File: config.mk
export PLATFORM = sky130hd
export DESIGN_NAME = axi_lite_vram_filler_flat
export DESIGN_NICKNAME = d
export VERILOG_FILES = /design/src/rtl/axi_lite_vram_filler_if.sv /design/src/rtl/axi_lite_vram_filler.sv /design/src/flat_wrapper.sv
export SDC_FILE = /design/constraint.sdc
export NUM_CORES = 1
export LEC_CHECK = 0
export ABC_AREA = 1
export CORE_MARGIN = 2
export CORE_UTILIZATION = 49
export DETAILED_ROUTE_END_ITERATION = 7
export GPL_TIMING_DRIVEN = 0
export HOLD_SLACK_MARGIN = 0.06
export PLACE_DENSITY = 0.87
export SYNTH_ARGS = -nofsm -noshare
export SYNTH_HDL_FRONTEND = slang
export SYNTH_SLANG_ARGS = --single-unit
File: constraint.sdc
create_clock -name axi_aclk -period 2.6 [get_ports axi_aclk]
set_clock_uncertainty 0.15 [all_clocks]
set_input_delay 0.52 -clock axi_aclk [delete_from_list [all_inputs] [get_ports axi_aclk]]
set_output_delay 0.52 -clock axi_aclk [all_outputs]
set_load 0.02 [all_outputs]
File: src/rtl/axi_lite_vram_filler_if.sv
// AXI4-Lite bus bundle between the VRAM filler (master) and the text
// controller register/VRAM slave port.
interface axi_lite_vram_filler_if #(
  parameter int C_AXI_DATA_WIDTH = 32,
  parameter int C_AXI_ADDR_WIDTH = 16
);
  logic [C_AXI_ADDR_WIDTH-1:0]   awaddr;
  logic [2:0]                    awprot;
  logic                          awvalid;
  logic                          awready;
  logic [C_AXI_DATA_WIDTH-1:0]   wdata;
  logic [C_AXI_DATA_WIDTH/8-1:0] wstrb;
  logic                          wvalid;
  logic                          wready;
  logic [1:0]                    bresp;
  logic                          bvalid;
  logic                          bready;
  logic [C_AXI_ADDR_WIDTH-1:0]   araddr;
  logic [2:0]                    arprot;
  logic                          arvalid;
  logic                          arready;
  logic [C_AXI_DATA_WIDTH-1:0]   rdata;
  logic [1:0]                    rresp;
  logic                          rvalid;
  logic                          rready;

  modport master (
    output awaddr, awprot, awvalid, input awready,
    output wdata, wstrb, wvalid, input wready,
    input bresp, bvalid, output bready,
    output araddr, arprot, arvalid, input arready,
    input rdata, rresp, rvalid, output rready
  );

  modport slave (
    input awaddr, awprot, awvalid, output awready,
    input wdata, wstrb, wvalid, output wready,
    output bresp, bvalid, input bready,
    input araddr, arprot, arvalid, output arready,
    output rdata, rresp, rvalid, input rready
  );
endinterface

File: src/rtl/axi_lite_vram_filler.sv
// AXI4-Lite master that fills a word range with an arithmetic pattern
// (value + i*incr) using single-beat writes, then optionally reads every
// word back and counts mismatches. One transaction outstanding at a time.
module axi_lite_vram_filler #(
  parameter int C_AXI_DATA_WIDTH = 32,
  parameter int C_AXI_ADDR_WIDTH = 16,
  parameter int CNT_WIDTH        = 12
) (
  input  logic                        axi_aclk,
  input  logic                        axi_aresetn,
  input  logic                        start,
  input  logic [C_AXI_ADDR_WIDTH-1:0] base_addr,
  input  logic [CNT_WIDTH-1:0]        word_count,
  input  logic [C_AXI_DATA_WIDTH-1:0] fill_value,
  input  logic [C_AXI_DATA_WIDTH-1:0] fill_incr,
  input  logic                        verify,
  output logic                        busy,
  output logic                        done,
  output logic                        resp_err,
  output logic [CNT_WIDTH-1:0]        mismatch_cnt,
  output logic [C_AXI_ADDR_WIDTH-1:0] first_err_addr,
  axi_lite_vram_filler_if.master      m_axi
);

  localparam logic [C_AXI_ADDR_WIDTH-1:0] ADDR_STEP = C_AXI_ADDR_WIDTH'(4);
  localparam logic [C_AXI_ADDR_WIDTH-1:0] ADDR_MASK = ~C_AXI_ADDR_WIDTH'(3);
  localparam logic [CNT_WIDTH-1:0]        CNT_ONE   = CNT_WIDTH'(1);
  localparam logic [1:0]                  RESP_OKAY = 2'b00;

  typedef enum logic [2:0] {
    S_IDLE, S_W_ADDR, S_W_RESP, S_R_ADDR, S_R_DATA, S_FINISH
  } state_t;

  state_t                      state_q, state_d;
  logic [C_AXI_ADDR_WIDTH-1:0] base_q, base_d;
  logic [CNT_WIDTH-1:0]        cnt_q, cnt_d;
  logic [C_AXI_DATA_WIDTH-1:0] fill_q, fill_d;
  logic [C_AXI_DATA_WIDTH-1:0] incr_q, incr_d;
  logic                        verify_q, verify_d;
  logic [CNT_WIDTH-1:0]        idx_q, idx_d;
  logic [C_AXI_DATA_WIDTH-1:0] acc_q, acc_d;
  logic [C_AXI_ADDR_WIDTH-1:0] awaddr_q, awaddr_d;
  logic [C_AXI_DATA_WIDTH-1:0] wdata_q, wdata_d;
  logic [C_AXI_ADDR_WIDTH-1:0] araddr_q, araddr_d;
  logic                        awvalid_q, awvalid_d;
  logic                        wvalid_q, wvalid_d;
  logic                        bready_q, bready_d;
  logic                        arvalid_q, arvalid_d;
  logic                        rready_q, rready_d;
  logic                        busy_q, busy_d;
  logic                        done_q, done_d;
  logic                        resp_err_q, resp_err_d;
  logic [CNT_WIDTH-1:0]        mis_q, mis_d;
  logic [C_AXI_ADDR_WIDTH-1:0] first_err_q, first_err_d;

  logic aw_fire, w_fire, ar_fire, last_word;
  logic [C_AXI_DATA_WIDTH-1:0] acc_next;

  assign aw_fire   = awvalid_q & m_axi.awready;
  assign w_fire    = wvalid_q & m_axi.wready;
  assign ar_fire   = arvalid_q & m_axi.arready;
  assign last_word = (idx_q == cnt_q - CNT_ONE);
  assign acc_next  = acc_q + incr_q;

  // Next-state and next-output computation for the fill/verify sequencer.
  always_comb begin
    state_d     = state_q;
    base_d      = base_q;
    cnt_d       = cnt_q;
    fill_d      = fill_q;
    incr_d      = incr_q;
    verify_d    = verify_q;
    idx_d       = idx_q;
    acc_d       = acc_q;
    awaddr_d    = awaddr_q;
    wdata_d     = wdata_q;
    araddr_d    = araddr_q;
    awvalid_d   = awvalid_q;
    wvalid_d    = wvalid_q;
    bready_d    = bready_q;
    arvalid_d   = arvalid_q;
    rready_d    = rready_q;
    busy_d      = busy_q;
    done_d      = 1'b0;
    resp_err_d  = resp_err_q;
    mis_d       = mis_q;
    first_err_d = first_err_q;

    case (state_q)
      S_IDLE: begin
        if (start) begin
          base_d     = base_addr & ADDR_MASK;
          cnt_d      = word_count;
          fill_d     = fill_value;
          incr_d     = fill_incr;
          verify_d   = verify;
          idx_d      = '0;
          acc_d      = fill_value;
          resp_err_d = 1'b0;
          mis_d      = '0;
          if (word_count == '0) begin
            // Nothing to transfer: report completion without touching the bus.
            state_d = S_FINISH;
            done_d  = 1'b1;
          end else begin
            state_d   = S_W_ADDR;
            busy_d    = 1'b1;
            awaddr_d  = base_addr & ADDR_MASK;
            wdata_d   = fill_value;
            awvalid_d = 1'b1;
            wvalid_d  = 1'b1;
          end
        end
      end

      S_W_ADDR: begin
        // AW and W complete independently; a dropped valid means its
        // handshake has already happened.
        if (aw_fire) awvalid_d = 1'b0;
        if (w_fire)  wvalid_d  = 1'b0;
        if ((aw_fire || !awvalid_q) && (w_fire || !wvalid_q)) begin
          state_d  = S_W_RESP;
          bready_d = 1'b1;
        end
      end

      S_W_RESP: begin
        if (m_axi.bvalid) begin
          bready_d = 1'b0;
          if (m_axi.bresp != RESP_OKAY) resp_err_d = 1'b1;
          if (!last_word) begin
            state_d   = S_W_ADDR;
            idx_d     = idx_q + CNT_ONE;
            acc_d     = acc_next;
            awaddr_d  = awaddr_q + ADDR_STEP;
            wdata_d   = acc_next;
            awvalid_d = 1'b1;
            wvalid_d  = 1'b1;
          end else if (verify_q) begin
            state_d   = S_R_ADDR;
            idx_d     = '0;
            acc_d     = fill_q;
            araddr_d  = base_q;
            arvalid_d = 1'b1;
          end else begin
            state_d = S_FINISH;
            busy_d  = 1'b0;
            done_d  = 1'b1;
          end
        end
      end

      S_R_ADDR: begin
        if (ar_fire) begin
          state_d   = S_R_DATA;
          arvalid_d = 1'b0;
          rready_d  = 1'b1;
        end
      end

      S_R_DATA: begin
        if (m_axi.rvalid) begin
          rready_d = 1'b0;
          if (m_axi.rdata != acc_q) begin
            if (mis_q != '1) mis_d = mis_q + CNT_ONE;
            if (mis_q == '0) first_err_d = araddr_q;
          end
          if (m_axi.rresp != RESP_OKAY) resp_err_d = 1'b1;
          if (!last_word) begin
            state_d   = S_R_ADDR;
            idx_d     = idx_q + CNT_ONE;
            acc_d     = acc_next;
            araddr_d  = araddr_q + ADDR_STEP;
            arvalid_d = 1'b1;
          end else begin
            state_d = S_FINISH;
            busy_d  = 1'b0;
            done_d  = 1'b1;
          end
        end
      end

      S_FINISH: state_d = S_IDLE;

      default: state_d = S_IDLE;
    endcase
  end

  // State and registered outputs; reset abandons any transaction at once.
  always_ff @(posedge axi_aclk or negedge axi_aresetn) begin
    if (!axi_aresetn) begin
      state_q     <= S_IDLE;
      base_q      <= '0;
      cnt_q       <= '0;
      fill_q      <= '0;
      incr_q      <= '0;
      verify_q    <= 1'b0;
      idx_q       <= '0;
      acc_q       <= '0;
      awaddr_q    <= '0;
      wdata_q     <= '0;
      araddr_q    <= '0;
      awvalid_q   <= 1'b0;
      wvalid_q    <= 1'b0;
      bready_q    <= 1'b0;
      arvalid_q   <= 1'b0;
      rready_q    <= 1'b0;
      busy_q      <= 1'b0;
      done_q      <= 1'b0;
      resp_err_q  <= 1'b0;
      mis_q       <= '0;
      first_err_q <= '0;
    end else begin
      state_q     <= state_d;
      base_q      <= base_d;
      cnt_q       <= cnt_d;
      fill_q      <= fill_d;
      incr_q      <= incr_d;
      verify_q    <= verify_d;
      idx_q       <= idx_d;
      acc_q       <= acc_d;
      awaddr_q    <= awaddr_d;
      wdata_q     <= wdata_d;
      araddr_q    <= araddr_d;
      awvalid_q   <= awvalid_d;
      wvalid_q    <= wvalid_d;
      bready_q    <= bready_d;
      arvalid_q   <= arvalid_d;
      rready_q    <= rready_d;
      busy_q      <= busy_d;
      done_q      <= done_d;
      resp_err_q  <= resp_err_d;
      mis_q       <= mis_d;
      first_err_q <= first_err_d;
    end
  end

  assign m_axi.awaddr  = awaddr_q;
  assign m_axi.awprot  = 3'b000;
  assign m_axi.awvalid = awvalid_q;
  assign m_axi.wdata   = wdata_q;
  assign m_axi.wstrb   = '1;
  assign m_axi.wvalid  = wvalid_q;
  assign m_axi.bready  = bready_q;
  assign m_axi.araddr  = araddr_q;
  assign m_axi.arprot  = 3'b000;
  assign m_axi.arvalid = arvalid_q;
  assign m_axi.rready  = rready_q;

  assign busy           = busy_q;
  assign done           = done_q;
  assign resp_err       = resp_err_q;
  assign mismatch_cnt   = mis_q;
  assign first_err_addr = first_err_q;

endmodule

File: src/flat_wrapper.sv
// flat-port wrapper written by rule: the top's interface ports become plain ports
module axi_lite_vram_filler_flat 
#(
  parameter int C_AXI_DATA_WIDTH = 32,
  parameter int C_AXI_ADDR_WIDTH = 16,
  parameter int CNT_WIDTH        = 12
)
  (axi_aclk, axi_aresetn, start, base_addr, word_count, fill_value, fill_incr, verify, busy, done, resp_err, mismatch_cnt, first_err_addr, m_axi_awaddr, m_axi_awprot, m_axi_awvalid, m_axi_awready, m_axi_wdata, m_axi_wstrb, m_axi_wvalid, m_axi_wready, m_axi_bresp, m_axi_bvalid, m_axi_bready, m_axi_araddr, m_axi_arprot, m_axi_arvalid, m_axi_arready, m_axi_rdata, m_axi_rresp, m_axi_rvalid, m_axi_rready);
  axi_lite_vram_filler_if #(.C_AXI_DATA_WIDTH(C_AXI_DATA_WIDTH), .C_AXI_ADDR_WIDTH(C_AXI_ADDR_WIDTH)) m_axi_i ();
  input  logic axi_aclk;
  input  logic axi_aresetn;
  input  logic start;
  input  logic [C_AXI_ADDR_WIDTH-1:0] base_addr;
  input  logic [CNT_WIDTH-1:0] word_count;
  input  logic [C_AXI_DATA_WIDTH-1:0] fill_value;
  input  logic [C_AXI_DATA_WIDTH-1:0] fill_incr;
  input  logic verify;
  output logic busy;
  output logic done;
  output logic resp_err;
  output logic [CNT_WIDTH-1:0] mismatch_cnt;
  output logic [C_AXI_ADDR_WIDTH-1:0] first_err_addr;
  output wire logic [$bits(m_axi_i.awaddr)-1:0] m_axi_awaddr;
  output wire logic [$bits(m_axi_i.awprot)-1:0] m_axi_awprot;
  output wire logic [$bits(m_axi_i.awvalid)-1:0] m_axi_awvalid;
  input wire logic [$bits(m_axi_i.awready)-1:0] m_axi_awready;
  output wire logic [$bits(m_axi_i.wdata)-1:0] m_axi_wdata;
  output wire logic [$bits(m_axi_i.wstrb)-1:0] m_axi_wstrb;
  output wire logic [$bits(m_axi_i.wvalid)-1:0] m_axi_wvalid;
  input wire logic [$bits(m_axi_i.wready)-1:0] m_axi_wready;
  input wire logic [$bits(m_axi_i.bresp)-1:0] m_axi_bresp;
  input wire logic [$bits(m_axi_i.bvalid)-1:0] m_axi_bvalid;
  output wire logic [$bits(m_axi_i.bready)-1:0] m_axi_bready;
  output wire logic [$bits(m_axi_i.araddr)-1:0] m_axi_araddr;
  output wire logic [$bits(m_axi_i.arprot)-1:0] m_axi_arprot;
  output wire logic [$bits(m_axi_i.arvalid)-1:0] m_axi_arvalid;
  input wire logic [$bits(m_axi_i.arready)-1:0] m_axi_arready;
  input wire logic [$bits(m_axi_i.rdata)-1:0] m_axi_rdata;
  input wire logic [$bits(m_axi_i.rresp)-1:0] m_axi_rresp;
  input wire logic [$bits(m_axi_i.rvalid)-1:0] m_axi_rvalid;
  output wire logic [$bits(m_axi_i.rready)-1:0] m_axi_rready;
  assign m_axi_awaddr = m_axi_i.awaddr;
  assign m_axi_awprot = m_axi_i.awprot;
  assign m_axi_awvalid = m_axi_i.awvalid;
  assign m_axi_i.awready = m_axi_awready;
  assign m_axi_wdata = m_axi_i.wdata;
  assign m_axi_wstrb = m_axi_i.wstrb;
  assign m_axi_wvalid = m_axi_i.wvalid;
  assign m_axi_i.wready = m_axi_wready;
  assign m_axi_i.bresp = m_axi_bresp;
  assign m_axi_i.bvalid = m_axi_bvalid;
  assign m_axi_bready = m_axi_i.bready;
  assign m_axi_araddr = m_axi_i.araddr;
  assign m_axi_arprot = m_axi_i.arprot;
  assign m_axi_arvalid = m_axi_i.arvalid;
  assign m_axi_i.arready = m_axi_arready;
  assign m_axi_i.rdata = m_axi_rdata;
  assign m_axi_i.rresp = m_axi_rresp;
  assign m_axi_i.rvalid = m_axi_rvalid;
  assign m_axi_rready = m_axi_i.rready;
  axi_lite_vram_filler #(.C_AXI_DATA_WIDTH(C_AXI_DATA_WIDTH), .C_AXI_ADDR_WIDTH(C_AXI_ADDR_WIDTH), .CNT_WIDTH(CNT_WIDTH)) u_core (.axi_aclk(axi_aclk), .axi_aresetn(axi_aresetn), .start(start), .base_addr(base_addr), .word_count(word_count), .fill_value(fill_value), .fill_incr(fill_incr), .verify(verify), .busy(busy), .done(done), .resp_err(resp_err), .mismatch_cnt(mismatch_cnt), .first_err_addr(first_err_addr), .m_axi(m_axi_i));
endmodule
==> results.md, run 1 <==
* CTS root buffer: clkbuf_16
* Vias at ~16000
* Final Hold Viols at 0
* Synth warn at 0
* Hpwl dp at slightly below 40000 um
* DR iter-0 viols at about 1500
* CTS tree: yes
* Detailed Routing Iterations Pass 1 at 5
* CP startpoint: u_core.cnt_q[0]
* Reg area at 5810 sq um
* Share of the synthesized area in the top cell type at 38.9%
* WHS at roughly 0.28 ns
* Syn Inst Count at about 2200
* Die Height at roughly 180 um
* Reg power frac at approximately a quarter
* Chip Width at roughly 180 um
* Worst VDD drop at between 0.5 and 0.6 mV
* Switch share at approximately 50%
* Routed wire per std cell at approximately 18 um
* Max Buffers Root-to-Sink at 3
* Leakage power figure at 9.96 nW
* Clock power frac at a little over an eighth
* Placed cell area at 17800 sq um
* Pint at 14.1 mW
* H-tree depth at 1
* Vias in the first global route at approximately 15000
* Final setup margin at -0.101 ns
* Share of post-route cells with drive strength above 1 at 12.3%
* Outcome: complete, but fails checks
* Worst-path clk slew at 0.07 ns
* CTS Buf Count at 25
* Mapped cell area at about 15000 sq um
* Sw power at roughly 13 mW
* Combinational power share at 62.4%
* Total gr overflow at 0
* Fillers at 2402
* Area Overhead vs Synth at 33.4%
* Vias per inst at between 5 and 6
* Relative slew slack at a little over half
* Antenna Cells at 0
* DR DRC count at 0
* First-pass GRT wire length at just under 80000 um
* Yosys cell types at between 40 and 50
* Fin crit share at 104%
* Die footprint at 31800 sq um
* Num ports at 247
* Core Area at a little under 30000 sq um
* Area leader, netlist: dfrtp_1
* GPL Wtd Cong at approximately 1
* CP Launch Type: register
* Worst slew pin tran at around 0.7 ns
* Final Critical Period at approximately 2.7 ns
* Pins Over Slew Limit at 0
* Most common cell after layout, fill and taps aside: nand2_1
* Initial antenna violation count at 0
* # clock sinks at roughly 230
* NumNets Final at 2675
* Post-route cell area at 19900 sq um
* Most frequent cells in the layout: 853 x nand2_1, 232 x dfrtp_1, 227 x clkdlybuf4s50_1, 191 x inv_1, 141 x nor2_1
* FMAX at approximately 370 MHz
* PwrDens at around 1400 nW/um^2
* Worst EP arrival at 3.04 ns
* DRT Wirelength at approximately 52000 um
* Initial core utilization at between 50% and 60%
* Register area share after synthesis at roughly two fifths
* Critical path class: register to register
* WP data required at around 2.9 ns
* Global-route usage over all layers at approximately a third
* Worst hold path class: input pin to asynchronous set/reset pin
* Worst r2r src: u_core.cnt_q[0]
* CP Max Fanout at 5
* Flops & latches, synth at between 200 and 250
* Antenna Violating Nets Remaining at 0
* Final Setup Violations at 95
* RSZ-0062 raised after global routing: true
* Largest net degree at the start of global routing at 113
* Failing checks: negative setup slack
* Mapped Avg Cell Area at 6.83 sq um
* IO buf count at about 230
* Setup TNS at -4.29 ns
* Multi-input gate area at 8350 sq um
* FP Rows at 63
* Placed insts at 2817
* Crit end category: register
* Finished Layout Cells at just under 3000
* Latest clock arrival within the worst-skew pair at roughly 0.55 ns
* Top cells by area, synth: dfrtp_1 39%, nand2_1 23%, inv_1 4.8%
* Maxcap violations at 0
-- logic make-up after synthesis --
group / count (synthesis) / share of synthesized area [%]
AOI/OAI and AO/OA: 223 / 7.88
xor gates and xnor gates: 77 / 4.57
adders and majority gates: 38 / 3.24
buffers and inverters: 302 / 8.58
DFF: 232 / 38.9
muxes: 7 / 0.470
other: 2 / 0.0504
and+or+nand+nor: 1302 / 36.3
-- worst paths after layout --
kind | endpoint | slack [ns] | depth (start not counted)
worst max-delay path | u_core.m_axi.wdata[16] | -0.10 | 19
max in group asynchronous | u_core.acc_q[28] | 1.17 | 3
worst min register to register | u_core.base_q[8] | 0.33 | 2
worst min-delay path | u_core.idx_q[4] | 0.28 | 2
min in group axi_aclk | u_core.base_q[8] | 0.33 | 2
worst max register to register | u_core.m_axi.wdata[16] | -0.10 | 19
-- layer usage --
metal	part of all wire [%]	vias up	GRT usage [%]
li1	-	7490	-
met1	40	7437	40.8
met2	47	865	51.9
met3	7.7	177	3.82
met4	5.7	0	17.6
met5	0	-	0
-- power by group through the flow --
stage | Clock, mW | Combinational, mW | Sequential, mW
after global routing | 3.89 | 18.7 | 6.76
after global placement | 0 | 13.7 | 6.50
final | 3.74 | 17.2 | 6.62
after CTS | 3.76 | 15.1 | 6.53
after floorplan | 0 | 8.75 | 6.78
after detailed placement | 0 | 14.0 | 6.56
-- cell usage after synthesis (all sizes together) --
master and n:
o221ai 1, nor3b 3, o21ai 161, clkbuf 43
nand2 918, nand4 54, buf 56, o21a 4
o21bai 3, a21oi 42, nor4 11, and2 9
conb 2, xor2 47, inv 202, or2 15
ha 37, nand3 89, clkinv 1, nor2 170
o22ai 1, o311ai 1, a21o 5, dfrtp 232
a32o 1, o2111ai 2, fa 1, o211ai 1
nand3b 12, mux2i 7, and3 1, a31oi 1
nor3 20, xnor2 30
-- worst max-delay path, cell delays in order, from the launching register on --
cell and delay (ns):
dfrtp_1 0.38, inv_2 0.08, ha_4 0.28, inv_2 0.03
nand2_1 0.04, nand2_1 0.06, nor2_2 0.15, nand3_1 0.09
nor2_1 0.13, nand3_2 0.10, nor2_4 0.20, buf_6 0.15
nand3_4 0.08, nand2_4 0.09, nor2_4 0.05, inv_4 0.12
buf_12 0.16, buf_8 0.12, nand2_1 0.08, nand2_1 0.09
-- per-stage QoR --
stage	utilization (%)	power [mW]	worst slack, ns
floorplan	-	15.5	0.0896
global placement	59.5	20.2	-8.94
detailed placement	59.7	20.5	-0.775
CTS	64.4	25.4	-0.0430
global route	66.8	29.3	-0.210
finish	66.8	27.6	-0.101
-- registers in the layout (all words and copies together) (netlist names), 12 cells and up --
| signal | flops |
|---|---|
| u_core.cnt_q | 12 |
| u_core.incr_q | 32 |
| u_core.m_axi.wdata | 32 |
| u_core.m_axi.araddr | 14 |
| u_core.base_q | 14 |
| u_core.m_axi.awaddr | 14 |
| u_core.mismatch_cnt | 12 |
| u_core.idx_q | 12 |
| u_core.acc_q | 32 |
| u_core.first_err_addr | 14 |
| u_core.fill_q | 32 |
-- cell type report --
class                           count  share of cell area, %
Buffer                             97                   3.53
Clock buffer                       34                   3.51
Clock inverter                     12                  0.729
Inverter                          203                   3.87
Multi-Input combinational cell   1664                   42.0
Sequential cell                   232                   29.2
Tap cell                          390                   2.45
Timing Repair Buffer              277                   14.8
-- timing repair --
action / in CTS / in global routing
endpoints found under the hold margin: 29 / 0
hold buffers: 1 / 0
setup endpoints to repair: 143 / 202
pin swaps: 15 / 66
resized for setup: 90 / 140
cloned: 6 / 8
setup buffers: 20 / 13
Note: power is estimated with default switching activity, not from simulation.
==> run 2: changes to the inputs <==
--- a/config.mk
+++ b/config.mk
@@ -12,6 +12,8 @@
 export GPL_TIMING_DRIVEN = 0
 export HOLD_SLACK_MARGIN = 0.06
 export PLACE_DENSITY = 0.87
+export SKIP_LAST_GASP = 1
 export SYNTH_ARGS = -nofsm -noshare
 export SYNTH_HDL_FRONTEND = slang
 export SYNTH_SLANG_ARGS = --single-unit
+export TNS_END_PERCENT = 1
==> results.md, run 2 (same netlist as run 1, synthesis figures left out) <==
* Outcome: complete, but fails checks
* Failing checks: negative setup slack
* Initial antenna violation count at 0 (unchanged)
* Vias at 15539 (-2.7%)
* CTS root buffer: clkbuf_16
* Leakage power figure at 9.70 nW (-2.7%)
* IO buf count at 228 (unchanged)
* Final Critical Period at 2.70 ns (+0.00278 ns)
* Share of post-route cells with drive strength above 1 at 8.57% (-3.7 points)
* CP max-delay cell: dfrtp_1
* # clock sinks at 232 (unchanged)
* Routed wire per std cell at 17.4 um (-3.6%)
* WP data required at 2.88 ns (-0.06 ns)
* Final Hold Viols at 0 (unchanged)
* H-tree depth at 1 (unchanged)
* CP Cell Sequence: inv_2 > ha_4 > nand2_4 > nor2_4 > nand3_2 > buf_6 > nand3_2 > nand2_2 > nand2_2 > nor2_4 > buf_12 > buf_6 > nand3_4 > nand2_4 > nor2_4 > inv_4 > buf_12 > clkbuf_16 > nand2_1 > nand2_1
* Worst r2r src: u_core.cnt_q[1]
* RSZ-0062 raised after global routing: true
* Final Setup Violations at 72 (-24%)
* Worst slew pin tran at 0.736 ns (+0.0216 ns)
* Die Height at 178 um (unchanged)
* CP dominant cell by count: nor2_4
* CTS tree: yes
* Latest clock arrival within the worst-skew pair at 0.55 ns (about the same)
* Relative slew slack at 50.9% (-1.4 points)
* Crit Reg-Reg Endpoint: u_core.m_axi.wdata[25]
* Largest net degree at the start of global routing at 113 (unchanged)
* Setup TNS at -3.53 ns (+0.759 ns)
* Fin crit share at 104% (+0.11 points)
* Vias per inst at 5.38 (-2.0%)
* NumNets Final at 2653 (-0.82%)
* Core Area at 29800 sq um (unchanged)
* CP peak stage delay at 0.39 ns (about the same)
* Hpwl dp at 38800 um (unchanged)
* Initial core utilization at 50.0% (unchanged)
* Reg-to-reg setup timing slack at -0.10 ns (about the same)
* GRT Max-Usage Layer: met2
* CP Max Fanout at 7 (+2)
* Crit path to: u_core.m_axi.wdata[25]
* CP Launch Type: register
* Tot Pwr at 25.6 mW (-7.0%)
* PwrDens at 1330 nW/um^2 (-3.8%)
* Chip Width at 178 um (unchanged)
* Detailed Routing Iterations Pass 1 at 6 (+1)
* Vias in the first global route at 14827 (-2.1%)
* Worst hold path class: input pin to asynchronous set/reset pin
* CTS Buf Count at 25 (unchanged)
* DR iter-0 viols at 1426 (-4.3%)
* Antenna Violating Nets Remaining at 0 (unchanged)
* GR Util met1 at 40.1% (-0.75 points)
* R2R depth at 20 (+1)
* FP Rows at 63 (unchanged)
* GR Util met2 at 51.4% (-0.51 points)
* DRT Wirelength at 50200 um (-4.4%)
* First-pass GRT wire length at 76900 um (-2.2%)
* Critical path class: register to register
* Area Overhead vs Synth at 29.0%
* Max Buffers Root-to-Sink at 3 (unchanged)
* Maxcap violations at 0 (unchanged)
* Worst-path clk slew at 0.07 ns (about the same)
* Pins Over Slew Limit at 0 (unchanged)
* Worst VDD drop at 0.573 mV (-3.7%)
* Worst EP arrival at 2.98 ns (-0.06 ns)
* WHS at 0.280 ns (+0.00468 ns)
* DR DRC count at 0 (unchanged)
* Grt met3 use at 4.07% (+0.26 points)
* Die footprint at 31800 sq um (unchanged)
* CP startpoint: u_core.cnt_q[1]
* GPL Wtd Cong at 0.996 (unchanged)
* FMAX at 370 MHz (-0.10%)
* Most frequent cells in the layout: 895 x nand2_1, 232 x dfrtp_1, 227 x clkdlybuf4s50_1, 192 x inv_1, 160 x nor2_1
* Antenna Cells at 0 (unchanged)
* Global-route usage over all layers at 30.9% (-0.77 points)
* Most common cell after layout, fill and taps aside: nand2_1
* Num ports at 247 (unchanged)
* Crit end category: register
* Final setup margin at -0.104 ns (-0.00278 ns)
* Total gr overflow at 0 (unchanged)
run 2: cell type report:
type / instances / area [sq um]
fill: 2554 / 10600
multi-input combinational: 1663 / 8070
sequential: 232 / 5810
timing repair buffer: 254 / 2620
inverter: 203 / 764
clock buffer: 34 / 699
buffer: 99 / 636
tap: 390 / 488
clock inverter: 12 / 145
run 2: metrics by stage:
| stage | instances | setup WS, ns | util, % | area (sq um) |
|---|---|---|---|---|
| floorplan | 2197 | 0.0896 | - | 15000 |
| global placement | 2815 | -8.94 | 59.5 | 17700 |
| detailed placement | 2817 | -0.775 | 59.7 | 17800 |
| CTS | 2871 | -0.135 | 63.0 | 18800 |
| global route | 2887 | -0.192 | 64.5 | 19200 |
| finish | 2887 | -0.104 | 64.5 | 19200 |
run 2: worst max-delay path, delay by kind of cell (launching register included):
family	cells	cell delay, ns
adder cells (fa/ha/maj)	1	0.18
buffers and inverters	7	0.90
flip-flops	1	0.39
AND/OR/NAND/NOR	12	0.96
run 2: how the worst min path moves through the flow:
stage | endpoint | depth (start not counted)
after detailed placement | u_core.idx_q[4] | 1
final | u_core.idx_q[4] | 2
after global placement | u_core.m_axi.wdata[20] | 2
after CTS | u_core.idx_q[4] | 2
after floorplan | u_core.acc_q[0] | 0
after global routing | u_core.idx_q[4] | 2
run 2: where the power goes:
group          switching [mW]  internal [mW]  total, mW
clock network            1.55           2.18       3.74
registers                1.43           5.17       6.60
logic                    9.65           5.66       15.3
run 2: what timing repair did:
item,in CTS,in global routing
setup buffers,7,12
endpoints found under the setup margin,143,201
pin swaps,4,16
resized for setup,25,90
hold buffers,1,0
hold endpoints to repair,29,0
cloned,0,4
run 2: metal layers:
metal  vias up  wire length, um
li1       7459                -
met1      7200            20400
met2       736            23300
met3       144             3910
met4         0             2640
met5         -                0
==> run 3: changes to the inputs <==
--- a/config.mk
+++ b/config.mk
@@ -6,6 +6,7 @@
 export NUM_CORES = 1
 export LEC_CHECK = 0
 export ABC_AREA = 1
+export ABC_CLOCK_PERIOD_IN_PS = 2600
 export CORE_MARGIN = 2
 export CORE_UTILIZATION = 49
 export DETAILED_ROUTE_END_ITERATION = 7
==> results of run 3 <==
No change in the layout: final DEF, timing and power equal those of run 2.
